--- config.mk ---
export PLATFORM = sky130hd
export DESIGN_NAME = alu_arbiter
export DESIGN_NICKNAME = d
export VERILOG_FILES = /design/src/rtl/alu_arbiter.sv
export SDC_FILE = /design/constraint.sdc
export NUM_CORES = 1
export LEC_CHECK = 0
export ABC_AREA = 1
export BUFFER_PORTS_ARGS = -buffer_cell sky130_fd_sc_hd__buf_2
export CORE_MARGIN = 5
export CORE_UTILIZATION = 41
export CTS_CLUSTER_DIAMETER = 120
export CTS_CLUSTER_SIZE = 28
export DETAILED_ROUTE_END_ITERATION = 6
export PLACE_DENSITY = 0.77
export REMOVE_ABC_BUFFERS = 1
export SYNTH_ARGS = -nofsm -noshare
export SYNTH_HDL_FRONTEND = slang
export SYNTH_SLANG_ARGS = --single-unit
--- constraint.sdc ---
create_clock -name clk -period 1.1 [get_ports clk]
set_input_delay 0.055 -clock clk [delete_from_list [all_inputs] [get_ports clk]]
set_output_delay 0.055 -clock clk [all_outputs]
set_load 0.005 [all_outputs]
--- src/rtl/alu_arbiter.sv ---
// Round-robin front end for the shared ALU. It grants one requester at a time.
// Operands and the opcode go to the ALU through registers. The ALU result is
// registered and held until the owner accepts it.
module alu_arbiter #(
  parameter int NUM_REQ = 2,
  parameter int DATA_W  = 32
) (
  input  logic                      clk,
  input  logic                      rst,
  input  logic [NUM_REQ-1:0]        req_valid,
  output logic [NUM_REQ-1:0]        req_ready,
  input  logic [NUM_REQ*DATA_W-1:0] req_a,
  input  logic [NUM_REQ*DATA_W-1:0] req_b,
  input  logic [NUM_REQ*2-1:0]      req_op,
  output logic [NUM_REQ-1:0]        resp_valid,
  input  logic [NUM_REQ-1:0]        resp_ready,
  output logic [DATA_W-1:0]         resp_result,
  output logic [DATA_W-1:0]         alu_a,
  output logic [DATA_W-1:0]         alu_b,
  output logic [1:0]                alu_op,
  input  logic [DATA_W-1:0]         alu_result,
  output logic                      busy
);

  localparam int IDX_W = (NUM_REQ > 1) ? $clog2(NUM_REQ) : 1;
  localparam logic [IDX_W-1:0] LAST_INIT = IDX_W'(NUM_REQ - 1);

  typedef enum logic [1:0] {IDLE, EXEC, RESP} state_t;

  state_t state, next_state;

  logic [IDX_W-1:0] owner, last_owner, winner, scan_idx;
  logic             found;

  // Packed per-requester views of the flattened operand buses.
  logic [NUM_REQ-1:0][DATA_W-1:0] a_vec, b_vec;
  logic [NUM_REQ-1:0][1:0]        op_vec;

  assign a_vec  = req_a;
  assign b_vec  = req_b;
  assign op_vec = req_op;

  // Round-robin scan. It starts just after the last owner and wraps around.
  always_comb begin
    found    = 1'b0;
    winner   = '0;
    scan_idx = '0;
    for (int k = 1; k <= NUM_REQ; k++) begin
      scan_idx = IDX_W'((int'(last_owner) + k) % NUM_REQ);
      if (!found && req_valid[scan_idx]) begin
        found  = 1'b1;
        winner = scan_idx;
      end
    end
  end

  // Next-state logic and handshake outputs. Ready is only offered from IDLE.
  always_comb begin
    next_state = state;
    req_ready  = '0;
    resp_valid = '0;
    case (state)
      IDLE: begin
        if (found && !rst) begin
          req_ready  = NUM_REQ'(1) << winner;
          next_state = EXEC;
        end
      end
      EXEC: next_state = RESP;
      RESP: begin
        resp_valid = NUM_REQ'(1) << owner;
        if (resp_ready[owner]) next_state = IDLE;
      end
      default: next_state = IDLE;
    endcase
  end

  // State register.
  always_ff @(posedge clk) begin
    if (rst) state <= IDLE;
    else     state <= next_state;
  end

  // Datapath registers. Operands are captured on accept, the result is captured
  // in EXEC, and the pointer advances when the response is taken.
  always_ff @(posedge clk) begin
    if (rst) begin
      alu_a       <= '0;
      alu_b       <= '0;
      alu_op      <= 2'b00;
      resp_result <= '0;
      owner       <= '0;
      last_owner  <= LAST_INIT;
    end else begin
      case (state)
        IDLE: if (found) begin
          alu_a  <= a_vec[winner];
          alu_b  <= b_vec[winner];
          alu_op <= op_vec[winner];
          owner  <= winner;
        end
        EXEC: resp_result <= alu_result;
        RESP: if (resp_ready[owner]) last_owner <= owner;
        default: ;
      endcase
    end
  end

  assign busy = (state != IDLE);

endmodule
==> flow_summary_export.csv <==
group,metric,value,unit
global_route,grt_max_degree,74,
placed_design,placed_cells,1222,
clock_network,cts_max_level,3,
worst_setup_path,crit_type,"flop to flop",
clock_network,clock-sinks,102,
finish,fin_util,63.3,%
drt,route.vias.total,6040,
finish,stdcell_count,1286,
run_status,violations,"negative setup slack",
yosys,yosysWarnings,0,
die,die-area,0.0151,mm^2
sta,setup_viol,104,
drt,viasPerCell,4.70,
yosys,ys_seq_area_share,39.1,%
placed_design,hpwlAfterDp,11.5,mm
finish,drive_gt1_share,36.4,%
sta,timing.final.crit_share,122,%
finish,antenna_cells,0,
clock_network,clk_latency,340,ps
die,die_x,123,um
yosys,syn_area,0.00522,mm^2
yosys,ys_types,19,
worst_setup_path,critPathArrivalTime,1580,ps
finish,regArea,0.00205,mm^2
power,leakagePower,4.20,nW
global_route,grt_pass1_vias,5401,
sta,relSlewSlack,68.1,%
flow_run,maxCapViolCount,0,
worst_setup_path,cp.required,1340,ps
finish,nNetsFinal,1280,
power,max-vdd-ir-drop,1450,uV
die,coreArea,0.0126,mm^2
worst_setup_path,start_kind,"flop",
sta,hold_viol,0,
global_route,grt_use_total,21.7,%
worst_setup_path,worst-path-max-fanout,7,
sta,min_period,1340,ps
sta,grt_setup_unrepaired,"true",
yosys,synth_seq_cells,102,
drt,drt_iter0_markers,302,
worst_setup_path,end_kind,"flop",
global_route,antenna_found_initial,0,
die,std_cell_rows,41,
clock_network,cts_tree,"built",
die,initial_core_util,41.5,%
global_route,gr-total-overflow,0,
finish,area_growth,52.6,%
sta,fmax,0.746,GHz
clock_network,cts_inserted_buffers,9,
sta,worst_pin_slew,477,ps
sta,holdWs,41.2,ps
drt,dr.pass1.iters,5,
die,die_y,123,um
die,ios,273,
worst_setup_path,r2r_cells,8,
yosys,syn_avg_cell_area,6.38,um^2
clock_network,cts_buffer_depth,2,
power,power,11.1,mW
clock_network,cts_root_buf,"clkbuf_16",
worst_hold_path,holdPathStages,4,
drt,wl_per_cell,14.4,um
finish,fillers,1106,
global_route,grt_pass1_wl,26.3,mm
run_status,status,"finished, violations left",
yosys,synthesis.instances,817,
finish,multi_input_area,0.00285,mm^2
clock_network,cts.clk_slew.worst_paths,70,ps
power,power.density,1390,mW/mm^2
worst_hold_path,hold_path.class,"input pin to flop",
placed_design,portBuffers,272,
sta,clock_skew,7.10,ps
drt,route.detailed.drc,0,
sta,setup_slack,-241,ps
placed_design,place_congestion,0.796,
sta,final-max-slew-violation-count,0,
drt,ant_nets,0,
drt,wl,18.5,mm
## kinds of logic (layout without fill, tap and decap cells)
family	Yosys count	in the layout	synth area share [%]
AO/OA/AOI/OAI	101	101	12.9
flip-flops	102	102	39.1
buffers and inverters	131	428	11.3
AND/OR/NAND/NOR	483	483	36.6
## through the flow
| step | area [um^2] | setup TNS [ps] | setup slack, ps |
|---|---|---|---|
| finish | 7960 | -16810 | -241 |
| global route | 7960 | -24040 | -305 |
| CTS | 7490 | -8070 | -150 |
| detailed placement | 6790 | -5740 | -118 |
| global placement | 6790 | -3500 | -72.5 |
| floorplan | 4890 | -100090 | -1060 |
## flip-flops by register name, summed over array words and instances (netlist names)
name,flops
resp_result,32
owner,1
alu_a,32
last_owner,1
state,2
alu_op,2
alu_b,32
## critical path, stage by stage, from the launching register on
cell and delay [ps]:
dfxtp_4 370, inv_2 70, nand2_4 50, nor2_4 220, buf_12 160, clkbuf_16 150, nand2_2 60, nor2_2 100
nor2_1 50
## cell usage after synthesis, drive strengths merged
| library cell | n | share of area (%) |
|---|---|---|
| nand3 | 68 | 6.5 |
| o21ai | 35 | 3.4 |
| inv | 71 | 5.1 |
| buf | 35 | 4.4 |
| a21boi | 66 | 9.5 |
| nor2 | 207 | 15 |
| nor3b | 1 | 0.14 |
| nand2 | 207 | 15 |
| dfxtp | 102 | 39 |
| clkbuf | 25 | 1.8 |
## placed cells by master, fill, tap and decap left out, drive strengths merged
cell type,instances
nand3,68
o21ai,35
nand2,207
clkinvlp,1
nor3b,1
bufinv,1
dlygate4sd3,33
dfxtp,102
clkbuf,17
buf,304
clkinv,1
inv,71
a21boi,66
nor2,207
## report_power, final
| part | total, mW | internal, mW | switching (mW) |
|---|---|---|---|
| registers | 4.36 | 4.13 | 0.224 |
| logic | 3.39 | 1.60 | 1.79 |
| clock network | 3.33 | 1.94 | 1.39 |
## metal layers
metal  track usage [%]  part of all wire [%]
met5                 0                     0
met4              5.88                   1.6
met2              36.9                    49
met3              9.49                    12
met1              24.7                    38
## worst paths after layout
check | from | end | slack [ps]
setup reg to reg | state[1] | alu_b[6] | -240
setup / recovery | state[1] | alu_b[6] | -240
hold reg to reg | resp_result[26] | resp_result[26] | 510
hold / removal | resp_ready[0] | last_owner | 40
## timing repair
| action | CTS | global route |
|---|---|---|
| setup endpoints to repair | 78 | 105 |
| hold buffers | 32 | 1 |
| gates cloned | 0 | 9 |
| buffers inserted | 3 | 4 |
| resized for setup | 17 | 84 |
| endpoints found under the hold margin | 33 | 1 |
| pin swaps | 3 | 22 |
## final cells by class
class | instances | area share [%]
clock buffer | 12 | 3.35
clock inverter | 3 | 0.535
inverter | 71 | 3.38
multi-input combinational | 584 | 35.8
sequential | 102 | 25.8
tap | 172 | 2.70
timing repair buffer | 342 | 28.5
Note: power is estimated with default switching activity, not from simulation.
